[config.mk]
export PLATFORM = sky130hd
export DESIGN_NAME = hazard_ctrl
export DESIGN_NICKNAME = d
export VERILOG_FILES = /design/src/rtl/hazard_ctrl.sv
export SDC_FILE = /design/constraint.sdc
export NUM_CORES = 1
export LEC_CHECK = 0
export CAP_MARGIN = 15
export CORE_ASPECT_RATIO = 1.75
export CORE_MARGIN = 1
export CORE_UTILIZATION = 45
export DETAILED_ROUTE_END_ITERATION = 16
export GPL_TIMING_DRIVEN = 0
export MAX_ROUTING_LAYER = met4
export PLACE_DENSITY = 0.86
export SYNTH_ARGS = -nofsm -noshare
export SYNTH_HDL_FRONTEND = slang
export SYNTH_SLANG_ARGS = --single-unit
[constraint.sdc]
create_clock -name i_clk -period 6.95 [get_ports i_clk]
set_clock_uncertainty 0.05 [all_clocks]
set_input_delay 1.39 -clock i_clk [delete_from_list [all_inputs] [get_ports i_clk]]
set_output_delay 1.39 -clock i_clk [all_outputs]
set_load 0.005 [all_outputs]
[src/rtl/hazard_ctrl.sv]
// hazard_ctrl: pipeline control for the 5-stage RV32I core.
// It drives the stage-register write enables and nop inputs, and the PC write enable.
// It handles load-use stalls, EX-stage redirects and a drain-then-halt sequence.
// It also produces the EX forwarding selects and two wrapping performance counters.
module hazard_ctrl #(
    parameter int LOAD_USE_STALL = 1,   // bubble cycles per load-use hazard (1..7)
    parameter int DRAIN_CYCLES   = 3    // cycles after halt before o_halted (1..7)
) (
    input  logic        i_clk,
    input  logic        i_rst,
    input  logic [4:0]  i_id_rs1,
    input  logic [4:0]  i_id_rs2,
    input  logic        i_id_uses_rs1,
    input  logic        i_id_uses_rs2,
    input  logic        i_id_halt,
    input  logic [4:0]  i_ex_rs1,
    input  logic [4:0]  i_ex_rs2,
    input  logic [4:0]  i_ex_rd,
    input  logic        i_ex_we_reg,
    input  logic        i_ex_is_load,
    input  logic        i_redirect_ex,
    input  logic [4:0]  i_mem_rd,
    input  logic        i_mem_we_reg,
    input  logic [4:0]  i_wb_rd,
    input  logic        i_wb_we_reg,
    output logic        o_pc_we,
    output logic        o_if_id_we,
    output logic        o_if_id_nop,
    output logic        o_id_ex_we,
    output logic        o_id_ex_nop,
    output logic        o_ex_mem_nop,
    output logic [1:0]  o_fwd_a_sel,
    output logic [1:0]  o_fwd_b_sel,
    output logic        o_halted,
    output logic [31:0] o_stall_cycles,
    output logic [31:0] o_flush_count
);

    typedef enum logic [1:0] {S_RUN, S_LOAD_STALL, S_DRAIN, S_HALTED} state_t;

    // The hazard cycle itself is the first bubble, so LOAD_STALL only covers the remaining ones.
    localparam int          LU_RELOAD_I  = (LOAD_USE_STALL > 1) ? LOAD_USE_STALL - 2 : 0;
    localparam logic [2:0]  LU_RELOAD    = 3'(LU_RELOAD_I);
    localparam logic [2:0]  DRAIN_RELOAD = 3'(DRAIN_CYCLES - 1);

    state_t      r_state, w_state_nxt;
    logic [2:0]  r_cnt, w_cnt_nxt;
    logic        r_halted;
    logic [31:0] r_stall_cycles, r_flush_count;
    logic        w_lu_hazard, w_stall_inc, w_flush_inc, w_halt_set;

    assign w_lu_hazard = i_ex_is_load & i_ex_we_reg & (i_ex_rd != 5'd0) &
                         ((i_id_uses_rs1 & (i_id_rs1 == i_ex_rd)) |
                          (i_id_uses_rs2 & (i_id_rs2 == i_ex_rd)));

    // The younger MEM result wins over WB; x0 is never forwarded.
    assign o_fwd_a_sel = i_rst ? 2'b00 :
                         (i_mem_we_reg && i_mem_rd != 5'd0 && i_mem_rd == i_ex_rs1) ? 2'b01 :
                         (i_wb_we_reg  && i_wb_rd  != 5'd0 && i_wb_rd  == i_ex_rs1) ? 2'b10 : 2'b00;
    assign o_fwd_b_sel = i_rst ? 2'b00 :
                         (i_mem_we_reg && i_mem_rd != 5'd0 && i_mem_rd == i_ex_rs2) ? 2'b01 :
                         (i_wb_we_reg  && i_wb_rd  != 5'd0 && i_wb_rd  == i_ex_rs2) ? 2'b10 : 2'b00;

    assign o_halted       = r_halted;
    assign o_stall_cycles = r_stall_cycles;
    assign o_flush_count  = r_flush_count;

    // Next-state, counter-event and stage-control decode
    always_comb begin
        w_state_nxt  = r_state;
        w_cnt_nxt    = r_cnt;
        w_stall_inc  = 1'b0;
        w_flush_inc  = 1'b0;
        w_halt_set   = 1'b0;
        o_pc_we      = 1'b1;
        o_if_id_we   = 1'b1;
        o_if_id_nop  = 1'b0;
        o_id_ex_we   = 1'b1;
        o_id_ex_nop  = 1'b0;
        o_ex_mem_nop = 1'b0;
        case (r_state)
            S_RUN: begin
                if (i_redirect_ex) begin
                    o_if_id_nop = 1'b1;
                    o_id_ex_nop = 1'b1;
                    w_flush_inc = 1'b1;
                end else if (w_lu_hazard) begin
                    o_pc_we     = 1'b0;
                    o_if_id_we  = 1'b0;
                    o_id_ex_nop = 1'b1;
                    w_stall_inc = 1'b1;
                    if (LOAD_USE_STALL > 1) begin
                        w_state_nxt = S_LOAD_STALL;
                        w_cnt_nxt   = LU_RELOAD;
                    end
                end else if (i_id_halt) begin
                    o_pc_we     = 1'b0;
                    o_if_id_we  = 1'b0;
                    o_id_ex_nop = 1'b1;
                    w_state_nxt = S_DRAIN;
                    w_cnt_nxt   = DRAIN_RELOAD;
                end
            end
            S_LOAD_STALL: begin
                if (i_redirect_ex) begin
                    o_if_id_nop = 1'b1;
                    o_id_ex_nop = 1'b1;
                    w_flush_inc = 1'b1;
                    w_state_nxt = S_RUN;
                    w_cnt_nxt   = 3'd0;
                end else begin
                    o_pc_we     = 1'b0;
                    o_if_id_we  = 1'b0;
                    o_id_ex_nop = 1'b1;
                    w_stall_inc = 1'b1;
                    if (r_cnt == 3'd0) w_state_nxt = S_RUN;
                    else               w_cnt_nxt   = r_cnt - 3'd1;
                end
            end
            S_DRAIN: begin
                o_pc_we     = 1'b0;
                o_if_id_we  = 1'b0;
                o_id_ex_nop = 1'b1;
                if (r_cnt == 3'd0) begin
                    w_state_nxt = S_HALTED;
                    w_halt_set  = 1'b1;
                end else begin
                    w_cnt_nxt = r_cnt - 3'd1;
                end
            end
            default: begin
                o_pc_we      = 1'b0;
                o_if_id_we   = 1'b0;
                o_id_ex_nop  = 1'b1;
                o_ex_mem_nop = 1'b1;
            end
        endcase
        // Reset holds the PC and flushes every stage register.
        if (i_rst) begin
            o_pc_we      = 1'b0;
            o_if_id_we   = 1'b1;
            o_if_id_nop  = 1'b1;
            o_id_ex_we   = 1'b1;
            o_id_ex_nop  = 1'b1;
            o_ex_mem_nop = 1'b1;
        end
    end

    // State, down-counter, halted flag and performance counters
    always_ff @(posedge i_clk) begin
        if (i_rst) begin
            r_state        <= S_RUN;
            r_cnt          <= 3'd0;
            r_halted       <= 1'b0;
            r_stall_cycles <= 32'd0;
            r_flush_count  <= 32'd0;
        end else begin
            r_state        <= w_state_nxt;
            r_cnt          <= w_cnt_nxt;
            r_halted       <= r_halted | w_halt_set;
            r_stall_cycles <= r_stall_cycles + {31'd0, w_stall_inc};
            r_flush_count  <= r_flush_count + {31'd0, w_flush_inc};
        end
    end

endmodule

==> run_summary.xml <==
<?xml version="1.0" encoding="UTF-8"?>
<metrics>
  <group name="outcome">
    <metric name="outcome" unit="">completed</metric>
  </group>
  <group name="floorplan">
    <metric name="initial_cell_density_of_the_core" unit="">0.468</metric>
    <metric name="floorplan.rows" unit="">42</metric>
    <metric name="ioPinCount" unit="">120</metric>
    <metric name="die_h" unit="um">120</metric>
    <metric name="fp.coreArea" unit="um^2">7620</metric>
    <metric name="chipWidth" unit="um">69.3</metric>
    <metric name="die-area" unit="um^2">8300</metric>
  </group>
  <group name="synthesis">
    <metric name="synth_mux_area_frac" unit="">0.00281</metric>
    <metric name="synth_cell_types" unit="">37</metric>
    <metric name="netlist_instances" unit="">425</metric>
    <metric name="postSynthNetCount" unit="">481</metric>
    <metric name="synth.top_cells.by_area" unit="">sky130_fd_sc_hd__dfxtp_1 (39%), sky130_fd_sc_hd__xnor2_1 (11%), sky130_fd_sc_hd__xor2_1 (10%), sky130_fd_sc_hd__nor2_1 (7.2%), sky130_fd_sc_hd__nand3_1 (4.2%)</metric>
    <metric name="synth.most_common_cell" unit="">sky130_fd_sc_hd__dfxtp_1</metric>
    <metric name="synth.ff_latch_count" unit="">70</metric>
    <metric name="yosys.area_share.adder" unit="">0.0386</metric>
    <metric name="number_of_flops_mapped_to_enable_cells_by_yosys" unit="">0</metric>
    <metric name="synth_top_family_by_area" unit="">simple AND/OR/NAND/NOR gates</metric>
    <metric name="async_flop_share" unit="">0</metric>
    <metric name="dominantRegCellSynth" unit="">sky130_fd_sc_hd__dfxtp_1</metric>
    <metric name="syn-cell-area" unit="um^2">3570</metric>
    <metric name="synthTopCellsByCount" unit="">sky130_fd_sc_hd__dfxtp_1 (70), sky130_fd_sc_hd__nor2_1 (68), sky130_fd_sc_hd__xnor2_1 (43)</metric>
    <metric name="synth_top_area_cell" unit="">sky130_fd_sc_hd__dfxtp_1</metric>
    <metric name="synth.avg_cell_area" unit="um^2">8.39</metric>
    <metric name="yosys.area_share.xor_xnor" unit="">0.209</metric>
    <metric name="synth_simple_gate_area_frac" unit="">0.279</metric>
    <metric name="synth_warnings" unit="">0</metric>
    <metric name="synth_largest_type_area_fraction" unit="">0.393</metric>
    <metric name="sequential_share_of_the_synthesized_area" unit="">0.393</metric>
    <metric name="compound_cell_area_share_of_the_yosys_netlist" unit="">0.0495</metric>
  </group>
  <group name="worst_setup_path">
    <metric name="critical_path_peak_fanout" unit="">4</metric>
    <metric name="worst-r2r-setup-slack" unit="ns">4.03</metric>
    <metric name="worstReg2RegEnd" unit="">o_stall_cycles[28]</metric>
    <metric name="critPathCaptureType" unit="">output port</metric>
    <metric name="worst_r2r_startpoint" unit="">r_state[0]</metric>
    <metric name="r2r_cells" unit="">12</metric>
    <metric name="arrival" unit="ns">3.80</metric>
    <metric name="timing.setup.critical_path_class" unit="">input pin to output port</metric>
    <metric name="start_kind" unit="">input pin</metric>
    <metric name="worst-endpoint-required" unit="ns">5.51</metric>
  </group>
  <group name="global_route">
    <metric name="met3_grt_util" unit="">0.0512</metric>
    <metric name="pin_count_of_the_biggest_net_entering_global_routing" unit="">13</metric>
    <metric name="gr-usage-met1" unit="">0.222</metric>
    <metric name="number_of_antenna_violations_at_the_first_check_in_global_routing" unit="">0</metric>
    <metric name="busiest_layer" unit="">met2</metric>
    <metric name="globalRouteMet2Util" unit="">0.438</metric>
    <metric name="globalRoute.totalOverflow" unit="">0</metric>
    <metric name="grt_util_all_layers" unit="">0.235</metric>
    <metric name="first_global_vias" unit="">3490</metric>
    <metric name="grt_pass1_wl" unit="um">15200</metric>
  </group>
  <group name="power_and_ir_drop">
    <metric name="post_layout_total_power" unit="mW">1.13</metric>
    <metric name="internal_portion_of_total_power" unit="mW">0.854</metric>
    <metric name="ir_drop" unit="mV">0.123</metric>
    <metric name="power.switching" unit="mW">0.273</metric>
    <metric name="cellLeakagePower" unit="nW">1.84</metric>
    <metric name="pwr_density_cell" unit="nW/um^2">217</metric>
    <metric name="comb_power_share" unit="">0.165</metric>
    <metric name="clock_power_share" unit="">0.458</metric>
    <metric name="power_frac_seq" unit="">0.377</metric>
    <metric name="sw_frac_of_total" unit="">0.242</metric>
  </group>
  <group name="worst_hold_path">
    <metric name="timing.hold.worst_endpoint" unit="">r_cnt[0]</metric>
    <metric name="worstHoldPathCells" unit="">1</metric>
    <metric name="worstHoldStart" unit="">r_cnt[0]</metric>
    <metric name="kind_of_path_behind_the_tightest_hold_check" unit="">register to register</metric>
  </group>
  <group name="clock_network">
    <metric name="htreeDepth" unit="">3</metric>
    <metric name="cts_num_sinks" unit="">70</metric>
    <metric name="worst_setup_hold_path_clk_slew" unit="ns">0.06</metric>
    <metric name="cts_max_path_buffers" unit="">2</metric>
    <metric name="clock_network_latency_to_the_later_pin_of_the_worst_skew_pair" unit="ns">0.33</metric>
    <metric name="cts.root.buffer_cell" unit="">sky130_fd_sc_hd__clkbuf_16</metric>
    <metric name="post-cts-setup-buffers" unit="">0</metric>
    <metric name="hold_buffers" unit="">0</metric>
    <metric name="cts_tree" unit="">done</metric>
    <metric name="cts_resized" unit="">0</metric>
    <metric name="cts_made_buffers" unit="">9</metric>
  </group>
  <group name="drt">
    <metric name="dr.first_iter.drc_count" unit="">166</metric>
    <metric name="drtAntennaViolNets" unit="">0</metric>
    <metric name="vias_per_cell" unit="">5.45</metric>
    <metric name="drt-total-wl" unit="um">9390</metric>
    <metric name="vias" unit="">3528</metric>
    <metric name="drc_violation_count_after_routing" unit="">0</metric>
    <metric name="route.detailed.wl_per_inst" unit="um">14.5</metric>
    <metric name="detailedRoute.firstPassIterationCount" unit="">4</metric>
  </group>
  <group name="final_layout">
    <metric name="layout.filler_cells" unit="">612</metric>
    <metric name="multiInputGateArea" unit="um^2">2070</metric>
    <metric name="nets" unit="">610</metric>
    <metric name="regArea" unit="um^2">1400</metric>
    <metric name="diodes" unit="">0</metric>
    <metric name="area_delta_synth_final" unit="%">45.8</metric>
    <metric name="final_util" unit="">0.683</metric>
    <metric name="share_of_cells_above_drive_strength_1" unit="">0.0411</metric>
  </group>
  <group name="timing">
    <metric name="worst_hold_slack" unit="ns">0.394</metric>
    <metric name="clock.fmax" unit="MHz">191</metric>
    <metric name="slew_headroom" unit="">0.580</metric>
    <metric name="finalCriticalPeriod" unit="ns">5.24</metric>
    <metric name="setup_viol" unit="">0</metric>
    <metric name="setup_slack" unit="ns">1.71</metric>
    <metric name="worst_slew_pin_slew" unit="ns">0.625</metric>
    <metric name="rsz0062_at_grt" unit="">no</metric>
    <metric name="period_share" unit="">0.754</metric>
    <metric name="timing_hold_violations_final" unit="">0</metric>
    <metric name="drv_slew" unit="">0</metric>
    <metric name="fin_setup_tns" unit="ns">0</metric>
  </group>
  <group name="placement">
    <metric name="pre_cts_slack" unit="ns">1.72</metric>
    <metric name="io_buffers" unit="">118</metric>
    <metric name="dpl.hpwl" unit="um">7140</metric>
    <metric name="place_congestion" unit="">0.851</metric>
  </group>
  <group name="run">
    <metric name="max_cap_violations" unit="">0</metric>
  </group>
</metrics>
==> flip-flops by register name, summed over array words and instances (netlist names) <==
name,flops
o_halted,1
o_stall_cycles,32
o_flush_count,32
r_cnt,3
r_state,2
==> through the flow <==
stage,instance area (um^2),std cells
finish,5200,647
global route,5200,647
CTS,5200,647
detailed placement,4860,631
global placement,4860,631
floorplan,3570,425
==> worst max-delay path: stages <==
cell and delay, ns:
sky130_fd_sc_hd__clkdlybuf4s50_1 0.50, sky130_fd_sc_hd__or4_1 0.55, sky130_fd_sc_hd__o21ai_0 0.35, sky130_fd_sc_hd__nor3_1 0.12
sky130_fd_sc_hd__nor4_1 0.33, sky130_fd_sc_hd__clkdlybuf4s50_1 0.56
==> power groups by stage <==
stage	registers, mW	clock network [mW]	logic, mW
6_report	0.425	0.516	0.186
5_1_grt	0.427	0.542	0.207
4_1_cts	0.425	0.523	0.185
3_5_place_dp	0.434	0	0.184
3_3_place_gp	0.433	0	0.178
2_1_floorplan	0.432	0	0.104
==> cells in the final DEF (no fill, tap or decap), drive strengths merged <==
cell             n
or2              2
and4             5
clkinvlp         1
o21ai           15
o22ai            1
ha              11
conb             1
buf              6
nand4           14
a21oi           11
inv             13
nand3           30
or4              4
nor2            68
nand2           25
clkbuf          19
bufinv           2
dfxtp           70
nor4            10
nor3b            1
a21o             1
o311a            1
xor2            42
clkdlybuf4s50  118
nor3            14
nand2b           4
a211oi           2
xnor2           43
mux2i            1
o211ai           1
and2             2
or3              7
nor2b            7
and3             7
==> layer usage <==
| layer | vias up | routed length (um) | share of wire |
|---|---|---|---|
| met5 | - | 0 | 0 |
| met4 | 0 | 291 | 0.031 |
| met3 | 27 | 400 | 0.043 |
| met2 | 129 | 5260 | 0.56 |
| met1 | 1673 | 3440 | 0.37 |
| li1 | 1699 | - | - |
==> cell type report <==
type                            count  area share
Buffer                             13      0.0103
Sequential cell                    70       0.269
Clock buffer                       12      0.0512
Timing Repair Buffer              118       0.227
Inverter                           12     0.00866
Tap cell                           88      0.0212
Multi-Input combinational cell    330       0.397
Clock inverter                      4      0.0147
==> how the worst max path moves through the flow <==
stage,from,endpoint,cells past startpoint
after floorplan,i_mem_rd[1],o_fwd_b_sel[1],4
after global placement,i_mem_rd[2],o_fwd_b_sel[1],6
after detailed placement,i_mem_rd[2],o_fwd_b_sel[1],6
after CTS,i_mem_rd[2],o_fwd_b_sel[1],6
after global routing,i_mem_rd[2],o_fwd_b_sel[1],6
final,i_mem_rd[2],o_fwd_b_sel[1],6
==> cells by family (layout without fill, tap and decap cells) <==
logic type / after synthesis / count (layout)
AOI/OAI and AO/OA: 32 / 32
xor gates and xnor gates: 85 / 85
adders and majority gates: 11 / 11
buffers and inverters: 25 / 159
DFF: 70 / 70
muxes: 1 / 1
other: 1 / 1
and+or+nand+nor: 200 / 200
(Power assumes the default switching activity.)
